$ cat config.mk
export PLATFORM = sky130hd
export DESIGN_NAME = stream_demux_1ton_flat
export DESIGN_NICKNAME = d
export VERILOG_FILES = /design/src/rtl/demux_pkg.sv /design/src/rtl/stream_demux_1ton_if.sv /design/src/rtl/demux_chan_reg.sv /design/src/rtl/stream_demux_1ton.sv /design/src/flat_wrapper.sv
export SDC_FILE = /design/constraint.sdc
export NUM_CORES = 1
export LEC_CHECK = 0
export CAP_MARGIN = 5
export CORE_MARGIN = 2
export CORE_UTILIZATION = 45
export DETAILED_ROUTE_END_ITERATION = 8
export PLACE_DENSITY = 0.79
export SLEW_MARGIN = 10
export SYNTH_ARGS = -nofsm -noshare
export SYNTH_HDL_FRONTEND = slang
export SYNTH_SLANG_ARGS = --single-unit
$ cat constraint.sdc
create_clock -name clk -period 2.05 [get_ports clk]
set_input_delay 0.41 -clock clk [delete_from_list [all_inputs] [get_ports clk]]
set_output_delay 0.41 -clock clk [all_outputs]
set_load 0.05 [all_outputs]
$ cat src/rtl/demux_pkg.sv
// Shared constants for the 1-to-N stream demultiplexer.
package demux_pkg;
    localparam int MODE_SEL = 0;   // route each beat by its explicit select
    localparam int MODE_RR  = 1;   // route by the internal round-robin pointer
    localparam int CNT_W    = 16;  // width of the accepted-beat counter
endpackage

$ cat src/rtl/stream_demux_1ton_if.sv
// Handshake bundle between one producer and N consumers of the demux.
interface stream_demux_1ton_if #(
    parameter int N = 4,
    parameter int W = 8
);
    localparam int SW = (N > 1) ? $clog2(N) : 1;

    logic            s_valid;
    logic            s_ready;
    logic [W-1:0]    s_data;
    logic [SW-1:0]   s_sel;
    logic [N-1:0]    m_valid;
    logic [N-1:0]    m_ready;
    logic [N*W-1:0]  m_data;

    // Environment side: drives the input stream and the consumer readies.
    modport master (
        output s_valid, s_data, s_sel, m_ready,
        input  s_ready, m_valid, m_data
    );

    // Demux side: accepts the input stream and presents the channels.
    modport slave (
        input  s_valid, s_data, s_sel, m_ready,
        output s_ready, m_valid, m_data
    );
endinterface

$ cat src/rtl/demux_chan_reg.sv
// One-entry holding register for a single output channel.
// A load wins over a drain in the same cycle so a channel can take a new
// beat every cycle while its consumer keeps up.
module demux_chan_reg #(
    parameter int W = 8
) (
    input  logic         clk,
    input  logic         rst_n,
    input  logic         i_load,
    input  logic [W-1:0] i_data,
    input  logic         i_ready,
    output logic         o_valid,
    output logic [W-1:0] o_data
);
    logic         r_valid;
    logic [W-1:0] r_data;

    // Hold the beat until the consumer takes it; reload on the same edge if offered.
    always_ff @(posedge clk or negedge rst_n) begin
        if (!rst_n) begin
            r_valid <= 1'b0;
            r_data  <= '0;
        end else if (i_load) begin
            r_valid <= 1'b1;
            r_data  <= i_data;
        end else if (i_ready) begin
            r_valid <= 1'b0;
        end
    end

    assign o_valid = r_valid;
    assign o_data  = r_data;
endmodule

$ cat src/rtl/stream_demux_1ton.sv
// Registered 1-to-N stream demultiplexer with per-channel holding registers.
// The target channel comes either from the input select or from a strict
// round-robin pointer; a busy target back-pressures the input, other
// channels keep flowing. Out-of-range selects are swallowed and flagged.
module stream_demux_1ton
    import demux_pkg::*;
#(
    parameter  int N    = 4,
    parameter  int W    = 8,
    parameter  int MODE = MODE_SEL,
    localparam int SW   = (N > 1) ? $clog2(N) : 1
) (
    input  logic              clk,
    input  logic              rst_n,
    stream_demux_1ton_if.slave bus,
    output logic [SW-1:0]     rr_ptr,
    output logic              err_drop,
    output logic [CNT_W-1:0]  beat_cnt
);
    localparam logic [SW-1:0] LAST_CH = SW'(N - 1);

    logic [SW-1:0]    r_rr_ptr;
    logic             r_err_drop;
    logic [CNT_W-1:0] r_beat_cnt;

    logic [SW-1:0]    w_tgt;
    logic             w_tgt_ok;
    logic             w_tgt_busy;
    logic             w_accept;
    logic [N-1:0]     w_load;
    logic [N-1:0]     w_valid;
    logic [N*W-1:0]   w_data;

    assign w_tgt    = (MODE == MODE_RR) ? r_rr_ptr : bus.s_sel;
    assign w_tgt_ok = (int'(w_tgt) < N);

    // Target is busy when it holds a beat its consumer is not taking this cycle.
    always_comb begin
        w_tgt_busy = 1'b0;
        for (int k = 0; k < N; k++) begin
            if (int'(w_tgt) == k) begin
                w_tgt_busy = w_valid[k] & ~bus.m_ready[k];
            end
        end
    end

    assign bus.s_ready = ~w_tgt_busy;
    assign w_accept    = bus.s_valid & ~w_tgt_busy;

    genvar k;
    generate
        for (k = 0; k < N; k++) begin : g_chan
            assign w_load[k] = w_accept && (w_tgt == SW'(k));

            demux_chan_reg #(.W(W)) u_chan (
                .clk     (clk),
                .rst_n   (rst_n),
                .i_load  (w_load[k]),
                .i_data  (bus.s_data),
                .i_ready (bus.m_ready[k]),
                .o_valid (w_valid[k]),
                .o_data  (w_data[k*W +: W])
            );
        end
    endgenerate

    assign bus.m_valid = w_valid;
    assign bus.m_data  = w_data;

    // Round-robin pointer moves only when a beat is actually taken.
    always_ff @(posedge clk or negedge rst_n) begin
        if (!rst_n) begin
            r_rr_ptr <= '0;
        end else if ((MODE == MODE_RR) && w_accept) begin
            r_rr_ptr <= (r_rr_ptr == LAST_CH) ? '0 : r_rr_ptr + 1'b1;
        end
    end

    // Flag discarded beats for one cycle and count beats that reached a channel.
    always_ff @(posedge clk or negedge rst_n) begin
        if (!rst_n) begin
            r_err_drop <= 1'b0;
            r_beat_cnt <= '0;
        end else begin
            r_err_drop <= w_accept & ~w_tgt_ok;
            if (w_accept && w_tgt_ok) begin
                r_beat_cnt <= r_beat_cnt + 1'b1;
            end
        end
    end

    assign rr_ptr   = r_rr_ptr;
    assign err_drop = r_err_drop;
    assign beat_cnt = r_beat_cnt;
endmodule

$ cat src/flat_wrapper.sv
// flat-port wrapper written by rule: the top's interface ports become plain ports
module stream_demux_1ton_flat import demux_pkg::*;
#(
    parameter  int N    = 4,
    parameter  int W    = 8,
    parameter  int MODE = MODE_SEL,
    localparam int SW   = (N > 1) ? $clog2(N) : 1
)
  (clk, rst_n, rr_ptr, err_drop, beat_cnt, bus_s_valid, bus_s_data, bus_s_sel, bus_m_ready, bus_s_ready, bus_m_valid, bus_m_data);
  stream_demux_1ton_if #(.N(N), .W(W)) bus_i ();
  input  logic clk;
  input  logic rst_n;
  output logic [SW-1:0] rr_ptr;
  output logic err_drop;
  output logic [CNT_W-1:0] beat_cnt;
  input wire logic [$bits(bus_i.s_valid)-1:0] bus_s_valid;
  input wire logic [$bits(bus_i.s_data)-1:0] bus_s_data;
  input wire logic [$bits(bus_i.s_sel)-1:0] bus_s_sel;
  input wire logic [$bits(bus_i.m_ready)-1:0] bus_m_ready;
  output wire logic [$bits(bus_i.s_ready)-1:0] bus_s_ready;
  output wire logic [$bits(bus_i.m_valid)-1:0] bus_m_valid;
  output wire logic [$bits(bus_i.m_data)-1:0] bus_m_data;
  assign bus_i.s_valid = bus_s_valid;
  assign bus_i.s_data = bus_s_data;
  assign bus_i.s_sel = bus_s_sel;
  assign bus_i.m_ready = bus_m_ready;
  assign bus_s_ready = bus_i.s_ready;
  assign bus_m_valid = bus_i.m_valid;
  assign bus_m_data = bus_i.m_data;
  stream_demux_1ton #(.N(N), .W(W), .MODE(MODE)) u_core (.clk(clk), .rst_n(rst_n), .bus(bus_i), .rr_ptr(rr_ptr), .err_drop(err_drop), .beat_cnt(beat_cnt));
endmodule
Yosys cells after proc, flatten, opt, wreduce, memory -nomap -nowiden --
Index checks and enable logic that the tools add are counted.
Word-level totals: word-level logic and storage cells 48, output and inout bits 56, input bits 17, register bits 52
Cells by class: reductions and logical operators 10, bitwise operators 10, eq/ne operators 6, $add $sub $neg 1, multiplexer cells 12
Operator list (count):
- $add A16 B1 Y16 const B | 1
- $mux W1 | 12
- $eq A2 B2 Y1 const B | 4
- $reduce_bool A2 Y1 | 4
- $and A1 B1 Y1 | 5
- $not A1 Y1 | 5
- $eq A2 B1 Y1 const B | 2
- $logic_and A1 B1 Y1 | 4
- $logic_not A2 Y1 | 2

Depth between registers and ports, before layout --
Gate-level depths: netlist of run 1.
word-level depth 10, mapped depth 7, depth with buffers taken out 6

Modules after synthesis --
Synthesis of run 1 repeated with hierarchy kept, for this count alone.
Second synthesis, totals: cell total of the unflattened synthesis 162, area total of the unflattened synthesis 2432.3 um2
By module, submodules not included:
- demux_chan_reg | area each 369.1 um2, times used 4, cells each 20, seq. area each 225.2 um2
- stream_demux_1ton | area each 955.9 um2, times used 1, cells each 82, seq. area each 400.4 um2

Worst setup path after synthesis of run 1 --
No wires, ideal clock.
path type reg2reg, start register u_core.r_beat_cnt[6], in the netlist u_core.beat_cnt[6], end register u_core.r_beat_cnt[15], in the netlist u_core.beat_cnt[15], path buffers 0, slack 51 ps, arrival 1858 ps, required time 1910 ps, clock period less this slack 1999 ps, cell stages (with the launch flop) 6, library setup time 140 ps, cell sequence dfrtp_1 -> and3_1 -> and3_4 -> nand4_1 -> or4b_1 -> xnor2_1
Between the ends: cells in the longest elaborated chain, start to end 1
RTL lines:
- start, declared | RTL line stream_demux_1ton.sv:24 | logic [CNT_W-1:0] r_beat_cnt;
- start signal, assigned | RTL line stream_demux_1ton.sv:87 | r_beat_cnt <= r_beat_cnt + 1'b1;
- $add A16 B1 Y16 | RTL line stream_demux_1ton.sv:87
Every way passes these cells. A chain may end at the register's enable or synchronous reset.

Worst setup path in the final report of run 1 --
start register u_core.r_beat_cnt[11], in the netlist u_core.beat_cnt[11], end output beat_cnt[11]
RTL lines:
- end, declared | RTL line flat_wrapper.sv:15 | output logic [CNT_W-1:0] beat_cnt;
No word-level cell between the ends.

==> results of run 1 <==
cells by family after synthesis:
family	count (synthesis)
flip-flops	52
AND/OR/NAND/NOR	44
multiplexers	33
XOR/XNOR	15
buffers and inverters	13
AO/OA/AOI/OAI	3
adder cells (fa/ha/maj)	1
other	1
power groups by stage:
stage	Combinational, mW	Sequential [mW]	Clock [mW]
finish	1.55	1.37	0.597
detailed placement	1.56	1.40	0
global placement	1.54	1.39	0
floorplan	0.314	2.07	0
CTS	1.57	1.38	0.612
global route	1.62	1.41	0.655
layout make-up:
type / count / area, um^2
multi-input cells: 99 / 845
clock inverters: 3 / 22.5
fillers: 364 / 1530
clock buffers: 5 / 68.8
repair buffers: 88 / 863
flip-flops and latches: 52 / 1300
well taps: 67 / 83.8
inverters: 2 / 7.51
path summary, 6_finish.rpt:
check / start / to / slack [ns] / cells past startpoint
setup / recovery: u_core.beat_cnt[11]$_DFFE_PN0N_ / beat_cnt[11] / 0.06 / 1
hold / removal: rst_n / u_core.g_chan[0].u_chan.o_data[2]$_DFFE_PN0P_ / 0.20 / 2
setup reg to reg: u_core.g_chan[0].u_chan.o_valid$_DFFE_PN0P_ / u_core.beat_cnt[15]$_DFFE_PN0N_ / 0.28 / 6
hold reg to reg: u_core.beat_cnt[15]$_DFFE_PN0N_ / u_core.beat_cnt[15]$_DFFE_PN0N_ / 0.48 / 1
max in group asynchronous: rst_n / u_core.beat_cnt[15]$_DFFE_PN0N_ / 1.42 / 2
min in group clk: u_core.beat_cnt[15]$_DFFE_PN0N_ / u_core.beat_cnt[15]$_DFFE_PN0N_ / 0.48 / 1
cell usage in the layout (no fill, tap or decap), types with 2 or more instances in the layout:
cell	netlist	layout
clkdlybuf4s50_1	0	65
dfrtp_1	52	52
mux2_2	33	33
buf_4	9	17
xnor2_1	10	10
nand2_1	8	8
nand4_1	8	8
nand3_1	6	6
xor2_1	5	5
clkbuf_8	0	5
and3_1	4	4
nor3_1	3	3
conb_1	1	3
buf_12	0	3
nor2b_2	0	2
a32oi_2	1	2
or2_2	2	2
synth_stat cells, types with 2 or more instances:
| master | number |
|---|---|
| clkbuf_1 | 2 |
| buf_4 | 9 |
| mux2_2 | 33 |
| and3_1 | 4 |
| nor2b_1 | 2 |
| xor2_1 | 5 |
| nor3_1 | 3 |
| dfrtp_1 | 52 |
| nand2_1 | 8 |
| or2_2 | 2 |
| nand4_1 | 8 |
| nand3_1 | 6 |
| xnor2_1 | 10 |
sequential cells by signal (all words and copies together) (netlist names):
register and count:
u_core.beat_cnt 16, u_core.g_chan.u_chan.o_data 32, u_core.g_chan.u_chan.o_valid 4
routing by layer:
| metal | up-vias | part of all wire (%) | track usage [%] |
|---|---|---|---|
| met5 | - | 0 | 0 |
| met4 | 0 | 1.2 | 5.45 |
| met3 | 5 | 4.8 | 4.74 |
| met2 | 42 | 50 | 32.5 |
| met1 | 778 | 44 | 24.1 |
| li1 | 738 | - | - |
timing repair:
| item | CTS | global route |
|---|---|---|
| setup buffers | 1 | 0 |
| pin swaps | 1 | 1 |
| gates resized for setup | 1 | 5 |
| setup endpoints to repair | 1 | 1 |
| hold buffers | 0 | 0 |
| hold endpoints to repair | 0 | 0 |
| cloned | 0 | 0 |
per-stage QoR:
step                      hold slack, ns  instances
final                              0.201        316
after global routing               0.231        316
after CTS                          0.224        316
after detailed placement           0.470        307
after global placement             0.461        307
after floorplan                    0.114        164
==> results.sh, run 1 <==
export IMPL_outcome="completed"
export IMPL_leakage_nw=1.40
export IMPL_switching_share_pct=42.0
export IMPL_vdd_drop_max_mv=0.774
export IMPL_power_frac_comb_pct=44.1
export IMPL_finish_utilization_pct=67.6
export IMPL_cp_required_ns=1.64
export IMPL_root_buffer="clkbuf_8"
export IMPL_drt_first_pass_iters=5
export IMPL_synthXorXnorAreaFrac_pct=5.95
export IMPL_slowest_stage="clkdlybuf4s50_1"
export IMPL_dpl_worst_slack_ns=-0.129
export IMPL_synth_cell_types=31
export IMPL_netlist_area_um2=2210
export IMPL_synthArstFlopShare_pct=100
export IMPL_ys_seq_area_share_pct=58.9
export IMPL_drive_gt1_share_pct=30.1
export IMPL_crit_chain="clkdlybuf4s50_1"
export IMPL_setup_violations=0
export IMPL_portBuffers=69
export IMPL_drt_iter0_drc=67
export IMPL_timing_final_crit_period_ns=1.99
export IMPL_start_kind="register"
export IMPL_dpl_instance_area_um2=3080
export IMPL_power_frac_clock_pct=17.0
export IMPL_syn_inst=162
export IMPL_yosys_warnings=2
export IMPL_synth_compound_area_share_pct=1.36
export IMPL_viasPerCell=4.95
export IMPL_synth_top_family_by_area="multiplexers"
export IMPL_synthAdderAreaFrac_pct=0.567
export IMPL_critPathArrivalTime_ns=1.58
export IMPL_p_sw_mw=1.48
export IMPL_slew_headroom_pct=57.7
export IMPL_die_area_um2=5480
export IMPL_tightest_slew_ns=0.635
export IMPL_crit_path_max_fanout=6
export IMPL_endpoint_kind="output port"
export IMPL_htreeDepth=2
export IMPL_ys_seq_elements=52
export IMPL_worst_slack_ns=0.0563
export IMPL_clockBufferDepth=2
export IMPL_vias=1563
export IMPL_power_mw=3.52
export IMPL_grtUsageTotal_pct=19.0
export IMPL_seqPwrFrac_pct=39.0
export IMPL_rows=25
export IMPL_powerDensity_nw_per_um2=1100
export IMPL_finalClockSkew_ns=0.00581
export IMPL_overflow=0
export IMPL_cts_tree="done"
export IMPL_hold_class="primary input to async pin"
export IMPL_cp_buffers_inverters=1
export IMPL_yosys_area_top_type_share_pct=58.9
export IMPL_core_um2=4720
export IMPL_critical_path_class="register to output port"
export IMPL_final_nets=266
export IMPL_fmax_mhz=502
export IMPL_setup_tns_ns=0
export IMPL_synth_edf_count=0
export IMPL_drt_total_wl_um=4720
export IMPL_grt_pass1_vias=1566
export IMPL_insertion_delay_ns=0.31
export IMPL_grt_pass1_wl_um=7800
export IMPL_synth_flop_cell="dfrtp_1"
export IMPL_synthMuxAreaShare_pct=16.8
export IMPL_fin_crit_sh_pct=97.3
export IMPL_drc=0
export IMPL_postRouteAntennaNets=0
export IMPL_grt_antenna_before_repair=0
export IMPL_hold_viol=0
export IMPL_gp_congestion=0.785
export IMPL_die_h_um=74.1
export IMPL_synthTopCellsByArea="dfrtp_1, mux2_2, xnor2_1, buf_4, nand4_1"
export IMPL_hpwl_um=3480
export IMPL_yosysTopAreaCell="dfrtp_1"
export IMPL_die_x_um=74.1
export IMPL_yosys_area_share_simple_pct=12.5
export IMPL_grt_max_degree=53
export IMPL_wl_per_cell_um=14.9
export IMPL_area_growth_pct=44.5
export IMPL_p_int_mw=2.04
export IMPL_crit_family="buffers and inverters"
export IMPL_drv_cap=0
export IMPL_avgSynthCellArea_um2=13.6
export IMPL_max_stage_delay_ns=0.83
export IMPL_n_antenna_cell=0
export IMPL_initial_utilization_pct=46.8
export IMPL_grt_setup_unrepaired="false"
export IMPL_final_area_um2=3190
export IMPL_drv_slew=0
export IMPL_io_pins=73
export IMPL_clk_pin_slew_ns=0.10
export IMPL_cts_buffers=5
export IMPL_cts_sinks=52
No activity file was read; power rests on OpenSTA's default activity.
==> run 2, diff against run 1 <==
--- a/config.mk
+++ b/config.mk
@@ -7,9 +7,9 @@
 export LEC_CHECK = 0
 export CAP_MARGIN = 5
 export CORE_MARGIN = 2
-export CORE_UTILIZATION = 45
+export CORE_UTILIZATION = 50
 export DETAILED_ROUTE_END_ITERATION = 8
-export PLACE_DENSITY = 0.79
+export DONT_BUFFER_PORTS = 1
 export SLEW_MARGIN = 10
 export SYNTH_ARGS = -nofsm -noshare
 export SYNTH_HDL_FRONTEND = slang
==> results.sh, run 2 (synthesis gave the netlist of run 1 again) <==
export IMPL_die_h_um=70.5
export IMPL_cts_sinks=52
export IMPL_n_antenna_cell=0
export IMPL_grt_pass1_wl_um=7020
export IMPL_slowest_stage="dfrtp_1"
export IMPL_cts_setup_buffers=0
export IMPL_setup_tns_ns=0
export IMPL_worst_path_stages=5
export IMPL_holdPathStages=2
export IMPL_initial_utilization_pct=51.4
export IMPL_vias=1328
export IMPL_wl_per_cell_um=18.5
export IMPL_hold_viol=0
export IMPL_hold_class="primary input to register"
export IMPL_drt_iter0_drc=38
export IMPL_cp_buffers_inverters=2
export IMPL_critical_path_class="register to output port"
export IMPL_final_cell_mix="dfrtp_1, mux2_2, buf_4"
export IMPL_endpoint_kind="output port"
export IMPL_tightest_slew_ns=0.654
export IMPL_drc=0
export IMPL_cts_buffers=5
export IMPL_die_area_um2=4960
export IMPL_clk_pin_slew_ns=0.08
export IMPL_crit_path_start="u_core.g_chan[2].u_chan.o_valid$_DFFE_PN0P_"
export IMPL_leakage_nw=1.15
export IMPL_root_buffer="clkbuf_8"
export IMPL_clockBufferDepth=2
export IMPL_final_area_um2=2490
export IMPL_reg2regPathDepth=3
export IMPL_vdd_drop_max_mv=0.745
export IMPL_portBuffers=0
export IMPL_insertion_delay_ns=0.29
export IMPL_largest_reg_flops=32
export IMPL_whs_endpoint="u_core.g_chan[3].u_chan.o_valid$_DFFE_PN0P_"
export IMPL_die_x_um=70.5
export IMPL_finalClockSkew_ns=0.00768
export IMPL_crit_chain="nor2b_2 -> o21ai_0 -> a32oi_2 -> inv_2 -> buf_4"
export IMPL_drt_total_wl_um=4350
export IMPL_dpl_instance_area_um2=2380
export IMPL_outcome="completed"
export IMPL_r2r_slack_ns=0.37
export IMPL_slew_headroom_pct=56.3
export IMPL_worstReg2RegStart="u_core.g_chan[3].u_chan.o_valid$_DFFE_PN0P_"
export IMPL_start_kind="register"
export IMPL_max_stage_delay_ns=0.38
export IMPL_finish_utilization_pct=58.0
export IMPL_cp_required_ns=1.64
export IMPL_viasPerCell=5.65
export IMPL_final_common_cell="dfrtp_1"
export IMPL_grt_antenna_before_repair=0
export IMPL_fin_crit_sh_pct=92.2
export IMPL_dr_max_layer_used="met4"
export IMPL_powerDensity_nw_per_um2=1230
export IMPL_final_nets=203
export IMPL_drv_cap=0
export IMPL_critPathArrivalTime_ns=1.48
export IMPL_setup_violations=0
export IMPL_hpwl_um=3200
export IMPL_grt_max_degree=53
export IMPL_min_from="bus_s_sel[1]"
export IMPL_rows=24
export IMPL_drive_gt1_share_pct=39.9
export IMPL_io_pins=73
export IMPL_cts_tree="done"
export IMPL_drv_slew=0
export IMPL_grt_pass1_vias=1404
export IMPL_grtUsageTotal_pct=18.3
export IMPL_timing_final_crit_period_ns=1.89
export IMPL_wl_met3_um=426
export IMPL_drt_met1_wl_um=1790
export IMPL_gp_congestion=0.735
export IMPL_crit_path_max_fanout=9
export IMPL_area_growth_pct=12.7
export IMPL_grt_setup_unrepaired="false"
export IMPL_drt_first_pass_iters=4
export IMPL_htreeDepth=2
export IMPL_postRouteAntennaNets=0
export IMPL_crit_family="flip-flops"
export IMPL_fmax_mhz=529
export IMPL_core_um2=4290
export IMPL_dr_wl_met2_um=2110
export IMPL_overflow=0
export IMPL_timing_rr_end="u_core.g_chan[3].u_chan.o_data[1]$_DFFE_PN0P_"
## run 2: how the worst max path moves through the flow
stage,to,slack (ns)
after global routing,bus_s_ready,0.03
after global placement,bus_s_ready,0.34
after detailed placement,bus_s_ready,0.31
after CTS,bus_s_ready,0.03
after floorplan,u_core.beat_cnt[15]$_DFFE_PN0N_,0.05
final,bus_s_ready,0.16
## run 2: stage by stage
step                power [mW]  std cells  setup slack, ns  hold WS [ns]
floorplan                 2.38        164           0.0513         0.114
global placement          2.54        228            0.344         0.116
detailed placement        2.58        228            0.313         0.116
CTS                       3.11        235           0.0300         0.231
global route              3.21        235           0.0333         0.236
finish                    3.07        235            0.160         0.241
## run 2: power breakdown
part	internal [mW]	switching (mW)
clock network	0.220	0.283
logic	0.283	0.443
registers	1.22	0.625
## run 2: what timing repair did
| item | 4_1_cts | 5_1_grt |
|---|---|---|
| setup endpoints to repair | 0 | 1 |
| gates resized for setup | 0 | 2 |
| hold buffers | 2 | 0 |
| endpoints found under the hold margin | 52 | 0 |
## run 2: cell type report
class / count / area (um^2)
Fill cell: 368 / 1800
Tap cell: 52 / 65.1
Inverter: 2 / 7.51
Multi-Input combinational cell: 99 / 837
Clock buffer: 5 / 68.8
Timing Repair Buffer: 25 / 210
Sequential cell: 52 / 1300
## run 2: layer usage
metal / track usage (%) / vias up
met5: 0 / -
met4: 5.13 / 0
met3: 8.37 / 4
met2: 28.5 / 50
met1: 23.2 / 674
li1: - / 600
